[config.mk]
export PLATFORM = sky130hd
export DESIGN_NAME = rf_sequencer_flat
export DESIGN_NICKNAME = d
export VERILOG_FILES = /design/src/rtl/rf_pkg.sv /design/src/rtl/rf_sequencer_if.sv /design/src/rtl/rf_alu.sv /design/src/rtl/rf_sequencer.sv /design/src/flat_wrapper.sv
export SDC_FILE = /design/constraint.sdc
export NUM_CORES = 1
export LEC_CHECK = 0
export ABC_AREA = 1
export CAP_MARGIN = 5
export CORE_UTILIZATION = 50
export CTS_CLUSTER_DIAMETER = 80
export CTS_CLUSTER_SIZE = 20
export DETAILED_ROUTE_END_ITERATION = 16
export HOLD_SLACK_MARGIN = 0.02
export PLACE_DENSITY = 0.79
export SLEW_MARGIN = 25
export SYNTH_ARGS = -nofsm -noshare
export SYNTH_HDL_FRONTEND = slang
export SYNTH_HIERARCHICAL = 1
export SYNTH_SLANG_ARGS = --single-unit
[constraint.sdc]
create_clock -name clock -period 3.65 [get_ports clock]
set_clock_uncertainty 0.15 [all_clocks]
set_input_delay 0.73 -clock clock [delete_from_list [all_inputs] [get_ports clock]]
set_output_delay 0.73 -clock clock [all_outputs]
set_load 0.01 [all_outputs]
[src/rtl/rf_pkg.sv]
// rtl/rf_pkg.sv - shared op-code constants and FSM state encoding for rf_sequencer
package rf_pkg;

    localparam logic [2:0] OP_ADD  = 3'd0;
    localparam logic [2:0] OP_SUB  = 3'd1;
    localparam logic [2:0] OP_AND  = 3'd2;
    localparam logic [2:0] OP_OR   = 3'd3;
    localparam logic [2:0] OP_XOR  = 3'd4;
    localparam logic [2:0] OP_SHL1 = 3'd5;
    localparam logic [2:0] OP_SHR1 = 3'd6;
    localparam logic [2:0] OP_LDI  = 3'd7;

    typedef enum logic [1:0] {
        IDLE  = 2'd0,
        READ  = 2'd1,
        EXEC  = 2'd2,
        WRITE = 2'd3
    } state_e;

endpackage

[src/rtl/rf_sequencer_if.sv]
// rtl/rf_sequencer_if.sv - command handshake, register-file and status signals of rf_sequencer
interface rf_sequencer_if #(parameter int N = 8);

    logic         cmd_valid;
    logic         cmd_ready;
    logic [2:0]   cmd_op;
    logic [2:0]   cmd_src1;
    logic [2:0]   cmd_src2;
    logic [2:0]   cmd_dst;
    logic [N-1:0] cmd_imm;

    logic [2:0]   addr1;
    logic [2:0]   addr2;
    logic [N-1:0] z1;
    logic [N-1:0] z2;
    logic [2:0]   addr3;
    logic [N-1:0] wr_data;
    logic         wr_en;

    logic         done;
    logic [N-1:0] result;
    logic         flag_z;
    logic         flag_c;

    // master: command issuer plus register file; slave: the sequencer
    modport master (
        output cmd_valid, cmd_op, cmd_src1, cmd_src2, cmd_dst, cmd_imm, z1, z2,
        input  cmd_ready, addr1, addr2, addr3, wr_data, wr_en, done, result, flag_z, flag_c
    );

    modport slave (
        input  cmd_valid, cmd_op, cmd_src1, cmd_src2, cmd_dst, cmd_imm, z1, z2,
        output cmd_ready, addr1, addr2, addr3, wr_data, wr_en, done, result, flag_z, flag_c
    );

endinterface

[src/rtl/rf_alu.sv]
// rtl/rf_alu.sv - combinational ALU producing result and carry/borrow/shifted-out bit
module rf_alu
    import rf_pkg::*;
#(
    parameter int N = 8
) (
    input  logic [2:0]   i_op,
    input  logic [N-1:0] i_a,
    input  logic [N-1:0] i_b,
    input  logic [N-1:0] i_imm,
    output logic [N-1:0] o_result,
    output logic         o_carry
);

    logic [N:0] w_sum;
    logic [N:0] w_diff;

    // one extra bit holds carry-out for ADD and the borrow for SUB
    assign w_sum  = {1'b0, i_a} + {1'b0, i_b};
    assign w_diff = {1'b0, i_a} - {1'b0, i_b};

    always_comb begin
        o_result = '0;
        o_carry  = 1'b0;
        case (i_op)
            OP_ADD: begin
                o_result = w_sum[N-1:0];
                o_carry  = w_sum[N];
            end
            OP_SUB: begin
                o_result = w_diff[N-1:0];
                o_carry  = w_diff[N];
            end
            OP_AND: o_result = i_a & i_b;
            OP_OR:  o_result = i_a | i_b;
            OP_XOR: o_result = i_a ^ i_b;
            OP_SHL1: begin
                o_result = {i_a[N-2:0], 1'b0};
                o_carry  = i_a[N-1];
            end
            OP_SHR1: begin
                o_result = {1'b0, i_a[N-1:1]};
                o_carry  = i_a[0];
            end
            OP_LDI: o_result = i_imm;
            default: begin
                o_result = '0;
                o_carry  = 1'b0;
            end
        endcase
    end

endmodule

[src/rtl/rf_sequencer.sv]
// rtl/rf_sequencer.sv - four-state read/execute/write sequencer driving an external register file
module rf_sequencer
    import rf_pkg::*;
#(
    parameter int N = 8
) (
    input  logic          clock,
    input  logic          reset,
    rf_sequencer_if.slave bus
);

    state_e       r_state;
    state_e       w_next;
    logic [2:0]   r_op;
    logic [2:0]   r_src1;
    logic [2:0]   r_src2;
    logic [2:0]   r_dst;
    logic [N-1:0] r_imm;
    logic [N-1:0] r_a;
    logic [N-1:0] r_b;
    logic [N-1:0] r_res;
    logic         r_res_c;
    logic [N-1:0] r_result;
    logic         r_flag_z;
    logic         r_flag_c;
    logic [N-1:0] w_alu_res;
    logic         w_alu_c;

    rf_alu #(.N(N)) u_alu (
        .i_op     (r_op),
        .i_a      (r_a),
        .i_b      (r_b),
        .i_imm    (r_imm),
        .o_result (w_alu_res),
        .o_carry  (w_alu_c)
    );

    always_ff @(posedge clock) begin
        if (reset) begin
            r_state  <= IDLE;
            r_op     <= '0;
            r_src1   <= '0;
            r_src2   <= '0;
            r_dst    <= '0;
            r_imm    <= '0;
            r_a      <= '0;
            r_b      <= '0;
            r_res    <= '0;
            r_res_c  <= 1'b0;
            r_result <= '0;
            r_flag_z <= 1'b0;
            r_flag_c <= 1'b0;
        end else begin
            r_state <= w_next;
            case (r_state)
                IDLE: begin
                    if (bus.cmd_valid) begin
                        r_op   <= bus.cmd_op;
                        r_src1 <= bus.cmd_src1;
                        r_src2 <= bus.cmd_src2;
                        r_dst  <= bus.cmd_dst;
                        r_imm  <= bus.cmd_imm;
                    end
                end
                READ: begin
                    r_a <= bus.z1;
                    r_b <= bus.z2;
                end
                EXEC: begin
                    r_res   <= w_alu_res;
                    r_res_c <= w_alu_c;
                end
                WRITE: begin
                    r_result <= r_res;
                    r_flag_z <= (r_res == '0);
                    r_flag_c <= r_res_c;
                end
                default: ;
            endcase
        end
    end

    // write strobes are gated by reset so an abort in WRITE never reaches the register file
    always_comb begin
        w_next        = r_state;
        bus.cmd_ready = 1'b0;
        bus.wr_en     = 1'b0;
        bus.done      = 1'b0;
        case (r_state)
            IDLE: begin
                bus.cmd_ready = 1'b1;
                if (bus.cmd_valid) begin
                    w_next = READ;
                end
            end
            READ:  w_next = EXEC;
            EXEC:  w_next = WRITE;
            WRITE: begin
                bus.wr_en = !reset;
                bus.done  = !reset;
                w_next    = IDLE;
            end
            default: w_next = IDLE;
        endcase
    end

    assign bus.addr1   = r_src1;
    assign bus.addr2   = r_src2;
    assign bus.addr3   = r_dst;
    assign bus.wr_data = r_res;
    assign bus.result  = r_result;
    assign bus.flag_z  = r_flag_z;
    assign bus.flag_c  = r_flag_c;

endmodule

[src/flat_wrapper.sv]
// flat-port wrapper written by rule: the top's interface ports become plain ports
module rf_sequencer_flat import rf_pkg::*;
#(
    parameter int N = 8
)
  (clock, reset, bus_cmd_valid, bus_cmd_op, bus_cmd_src1, bus_cmd_src2, bus_cmd_dst, bus_cmd_imm, bus_z1, bus_z2, bus_cmd_ready, bus_addr1, bus_addr2, bus_addr3, bus_wr_data, bus_wr_en, bus_done, bus_result, bus_flag_z, bus_flag_c);
  rf_sequencer_if #(.N(N)) bus_i ();
  input  logic clock;
  input  logic reset;
  input wire logic [$bits(bus_i.cmd_valid)-1:0] bus_cmd_valid;
  input wire logic [$bits(bus_i.cmd_op)-1:0] bus_cmd_op;
  input wire logic [$bits(bus_i.cmd_src1)-1:0] bus_cmd_src1;
  input wire logic [$bits(bus_i.cmd_src2)-1:0] bus_cmd_src2;
  input wire logic [$bits(bus_i.cmd_dst)-1:0] bus_cmd_dst;
  input wire logic [$bits(bus_i.cmd_imm)-1:0] bus_cmd_imm;
  input wire logic [$bits(bus_i.z1)-1:0] bus_z1;
  input wire logic [$bits(bus_i.z2)-1:0] bus_z2;
  output wire logic [$bits(bus_i.cmd_ready)-1:0] bus_cmd_ready;
  output wire logic [$bits(bus_i.addr1)-1:0] bus_addr1;
  output wire logic [$bits(bus_i.addr2)-1:0] bus_addr2;
  output wire logic [$bits(bus_i.addr3)-1:0] bus_addr3;
  output wire logic [$bits(bus_i.wr_data)-1:0] bus_wr_data;
  output wire logic [$bits(bus_i.wr_en)-1:0] bus_wr_en;
  output wire logic [$bits(bus_i.done)-1:0] bus_done;
  output wire logic [$bits(bus_i.result)-1:0] bus_result;
  output wire logic [$bits(bus_i.flag_z)-1:0] bus_flag_z;
  output wire logic [$bits(bus_i.flag_c)-1:0] bus_flag_c;
  assign bus_i.cmd_valid = bus_cmd_valid;
  assign bus_i.cmd_op = bus_cmd_op;
  assign bus_i.cmd_src1 = bus_cmd_src1;
  assign bus_i.cmd_src2 = bus_cmd_src2;
  assign bus_i.cmd_dst = bus_cmd_dst;
  assign bus_i.cmd_imm = bus_cmd_imm;
  assign bus_i.z1 = bus_z1;
  assign bus_i.z2 = bus_z2;
  assign bus_cmd_ready = bus_i.cmd_ready;
  assign bus_addr1 = bus_i.addr1;
  assign bus_addr2 = bus_i.addr2;
  assign bus_addr3 = bus_i.addr3;
  assign bus_wr_data = bus_i.wr_data;
  assign bus_wr_en = bus_i.wr_en;
  assign bus_done = bus_i.done;
  assign bus_result = bus_i.result;
  assign bus_flag_z = bus_i.flag_z;
  assign bus_flag_c = bus_i.flag_c;
  rf_sequencer #(.N(N)) u_core (.clock(clock), .reset(reset), .bus(bus_i));
endmodule
# --- Word-level counts from Yosys, hierarchy flattened ---
# Cells that the tools add are included.
word_totals:
  out_inout_bits: 30
  in_bits: 39
  word_cells: 40
  ff_bits: 57
op_classes:
  n_reduce_logical: 5
  bitwise_logic: 3
  n_eq_ne: 11
  n_mux: 6
  addsub: 2
op_table:
  columns: ["cell", "n"]
  rows:
  - ["8-bit case mux with 8 select lines", 1]
  - ["3-bit == test, second input constant", 4]
  - ["8-bit by 8-bit adder with 9-bit output", 1]
  - ["8-bit by 8-bit subtractor with 9-bit output", 1]
  - ["8-bit AND", 1]
  - ["8-bit logical NOT", 1]
  - ["8-bit bitwise OR", 1]
  - ["2-bit case mux with 4 select lines", 1]
  - ["8-bit bitwise XOR", 1]
  - ["3-bit by 2-bit == test with 1-bit output, second input constant", 2]
  - ["2-bit == test, second input constant", 2]
  - ["1-bit case mux with 4 select lines", 1]
  - ["3-bit by 1-bit == test with 1-bit output, second input constant", 1]
  - ["3-bit logical NOT", 1]
  - ["2-bit by 1-bit == test with 1-bit output, second input constant", 1]
  - ["2-bit logical NOT", 1]
  - ["1-bit two-way mux", 2]
  - ["2-bit two-way mux", 1]
  - ["2-bit != test, second input constant", 1]
  - ["2-bit AND reduction", 1]
  - ["1-bit logical NOT", 1]

# --- Longest topological paths before layout ---
logic_depth:
  depth_word: 2
  mapped_depth: 13
  mapped_depth_nobuf: 12

# --- Hierarchy ---
# The synthesis kept the hierarchy.
by_module_without_submodules:
  columns: ["mod", "seq_area_each_um2", "cells_per_inst", "area_per_inst_um2", "n_inst"]
  rows:
  - ["rf_sequencer", 1141.1, 258, 2118.3, 1]
  - ["rf_alu", 0.0, 243, 1372.6, 1]

# --- Worst setup path after synthesis ---
# OpenSTA, ideal clock, no wires.
synth_path:
  kind: "in2out"
  from: "input reset"
  to: "output bus_wr_en"
  t_arrival_ns: 1.297
  slack_ns: 1.473
  path_stages: 3
  n_path_buf: 2
  t_required_ns: 2.770
  path_cell_list: "clkbuf_1 > nor2_1 > buf_4"
synth_between:
  elab_chain_len: 2
synth_rtl:
  columns: ["item", "line_no", "rtl"]
  rows:
  - ["from (decl)", "flat_wrapper.sv:9", "input logic reset;"]
  - ["1-bit logical NOT", null, null]
  - ["1-bit two-way mux", null, null]
  - ["to (decl)", "flat_wrapper.sv:23", "output wire logic [$bits(bus_i.wr_en)-1:0] bus_wr_en;"]
# No other way between the ends.

# --- Worst setup path after layout ---
layout_path:
  from: "register u_core.r_state[0]"
  to: "output bus_wr_en"
layout_between:
  elab_chain_len: 2
layout_rtl:
  columns: ["item", "line_no", "rtl"]
  rows:
  - ["from (decl)", "rf_sequencer.sv:12", "state_e r_state;"]
  - ["from (signal assigned)", "rf_sequencer.sv:54", "r_state <= w_next;"]
  - ["2-bit == test", "rf_sequencer.sv:89", "case (r_state)"]
  - ["1-bit two-way mux", "rf_sequencer.sv:89", null]
# No other way between the ends.

==> metrics.csv <==
stage,metric,value,unit
worst_setup_path,CP required,2.77,ns
route,met3 routed WL,596,um
route,vias per inst,5.48,
worst_setup_path,"Arr. time, crit path",2.15,ns
clocking,Post-CTS Resized,0,
floorplanning,core region area,6760,sq um
logic_synthesis,count of warnings emitted by yosys,6,
clocking,cts hold-fix bufs,0,
sta,Period minus WS final,3.03,ns
logic_synthesis,Cell variety after synth,31,
global_route,vias in the first global route,3262,
logic_synthesis,Syn Nets,571,
power_and_ir_drop,P per Cell Area,693,nW/um^2
route,DRC viols,0,
job,maxcap violations,0,
clocking,CTS tree,done,
cells_and_area,"commonest non-fill, non-tap cell in the layout",nand2_1,
sta,final hold violation count,0,
floorplanning,die width,85.6,um
worst_setup_path,crit start category,flop,
power_and_ir_drop,LEAKAGE,1.81,nW
route,post-route ant nets,0,
power_and_ir_drop,VDD IR-drop max,454,uV
clocking,CTS Buf Count,9,
logic_synthesis,Post-Synthesis Cell Area,3490,sq um
floorplanning,row count,30,
route,highest routed layer,met4,
clocking,clock latency on the worst-skew pair,0.35,ns
clocking,setup bufs post-CTS,0,
worst_setup_path,CP Capture Type,output pin,
logic_synthesis,Synth Instances,501,
sta,fmax,330,MHz
place,GP Congestion,0.943,
global_route,grt ovf,0,
route,total number of vias,3521,
floorplanning,Ports,69,
status,status,"complete, no violations",
logic_synthesis,Yosys reg bits,57,
cells_and_area,final-stage net count,628,
global_route,Total GRT Usage,27.4,%
global_route,initial antenna violation count,0,
sta,RSZ-0062 raised after global routing,no,
cells_and_area,layout filler cell count,598,
clocking,Clock transition at path regs,0.08,ns
floorplanning,Die Span Y,85.6,um
route,final WL,9.44,mm
cells_and_area,P&R area growth vs syn,25.5,%
cells_and_area,ant diodes,0,
hold_path,Hold Path Class,reg -> reg,
logic_synthesis,Avg Inst Size Synth,6.97,sq um
cells_and_area,share of cells above drive strength 1,5.86,%
sta,final worst-path cycle share,82.9,%
route,Pre-antenna DRT Iters,6,
clocking,clk root buf,clkbuf_8,
clocking,clk buf depth,2,
place,DP Wirelength,6.88,mm
floorplanning,Initial Util,51.7,%
power_and_ir_drop,total power,0.00303,W
sta,Slew HR,54.7,%
global_route,maximum number of pins on one net before global-route repair,58,
logic_synthesis,"Seq/Total Area, Yosys",32.7,%
worst_setup_path,crit path max fanout,16,
sta,setup TNS,0,ns
clocking,clk sinks,57,
sta,Worst Max-Slew Pin Slew,0.679,ns
cells_and_area,"commonest non-fill, non-tap cells in the layout","nand2_1 (147), clkdlybuf4s50_1 (67), dfxtp_1 (57)",
sta,Slew Limit Fails,0,
place,# port buffers,68,
route,DRT met1 WL,4.29,mm
route,wire length on met2,4.43,mm
route,initial DRC count,196,
global_route,first-pass GRT wire length,15.6,mm
worst_setup_path,kind of critical path,reg -> out,
clocking,H-tree Lvls,3,
sta,"Setup violations, final",0,
floorplanning,Die ar.,7320,sq um
route,Avg WL per Cell,14.7,um
[state kept, by name, indices dropped and copies added, names as in the netlist, 2 cells and up]
signal              count
u_core/r_a              8
u_core/bus.addr2        3
u_core/bus.result       8
u_core/bus.addr3        3
u_core/r_b              8
u_core/bus.wr_data      8
u_core/bus.addr1        3
u_core/r_imm            8
u_core/r_state          2
u_core/r_op             3
[power by group]
part | switching, W | internal (W)
combinational | 0.000844 | 0.000532
clock | 0.000304 | 0.000461
sequential | 0.000128 | 0.000765
[worst max-delay path, stage by stage, from the launching register on]
cell and delay, ns:
dfxtp_1 0.37, ha_1 0.50, inv_1 0.19, nor2_1 0.17, clkdlybuf4s50_1 0.56
[path summary, 6_finish.rpt]
kind	startpoint	endpoint	slack, ns	cells after the start
worst max register to register	u_core/r_a[1]	u_core/bus.wr_data[7]	1.32	10
worst min register to register	u_core/bus.addr1[1]	u_core/bus.addr1[1]	0.31	2
worst min-delay path	u_core/bus.addr1[1]	u_core/bus.addr1[1]	0.31	2
worst max-delay path	u_core/r_state[0]	bus_wr_en	0.62	4
[cells in the mapped netlist, drive strengths merged]
cell / count / area [sq um]
nor2: 37 / 141
a22oi: 1 / 7.51
clkbuf: 2 / 7.51
a21oi: 51 / 255
fa: 2 / 40.0
o22ai: 5 / 31.3
nor3: 3 / 26.3
xor2: 3 / 26.3
a211oi: 13 / 128
nand3: 33 / 175
nand3b: 2 / 15.0
nor3b: 2 / 15.0
o2111ai: 1 / 8.76
o22a: 2 / 17.5
ha: 29 / 363
nand2: 147 / 552
or2: 1 / 6.26
o21ai: 11 / 55.1
nand4: 16 / 100
o2bb2ai: 1 / 8.76
buf: 22 / 145
dfxtp: 57 / 1140
inv: 60 / 225
[cells by family (layout without fill, tap and decap cells)]
group / Yosys count / in the layout / synth area share [%]
flip-flops: 57 / 57 / 32.7
AND/OR/NAND/NOR: 241 / 241 / 29.5
XOR/XNOR: 3 / 3 / 0.753
buffers and inverters: 84 / 146 / 10.8
adder cells (fa/ha/maj): 31 / 31 / 11.5
AO/OA/AOI/OAI: 85 / 85 / 14.7
[stage by stage]
stage / utilization, % / hold WS (ns) / setup slack (ns) / instance area, sq um / std cells
3_5_place_dp: 61.1 / 0.308 / 1.01 / 4130 / 627
6_report: 64.8 / 0.315 / 0.623 / 4380 / 643
3_3_place_gp: 61.1 / 0.302 / 1.12 / 4130 / 627
2_1_floorplan: - / 0.286 / 1.47 / 3490 / 501
5_1_grt: 64.8 / 0.335 / 0.432 / 4380 / 643
4_1_cts: 64.8 / 0.320 / 0.623 / 4380 / 643
[layout make-up]
| cell class | instances | area, sq um | share of cell area [%] |
|---|---|---|---|
| multi-input cells | 360 | 1970 | 45.0 |
| clock buffers | 9 | 124 | 2.83 |
| clock inverters | 7 | 128 | 2.91 |
| repair buffers | 70 | 691 | 15.8 |
| well taps | 80 | 100 | 2.29 |
| flip-flops and latches | 57 | 1140 | 26.0 |
| inverters | 60 | 225 | 5.14 |
[per-layer routing]
| metal | vias up | GRT usage, % |
|---|---|---|
| met4 | 0 | 8.48 |
| met1 | 1637 | 36.1 |
| met3 | 18 | 6.06 |
| met5 | - | 0 |
| li1 | 1740 | - |
| met2 | 126 | 45.2 |
(Power assumes the default switching activity.)
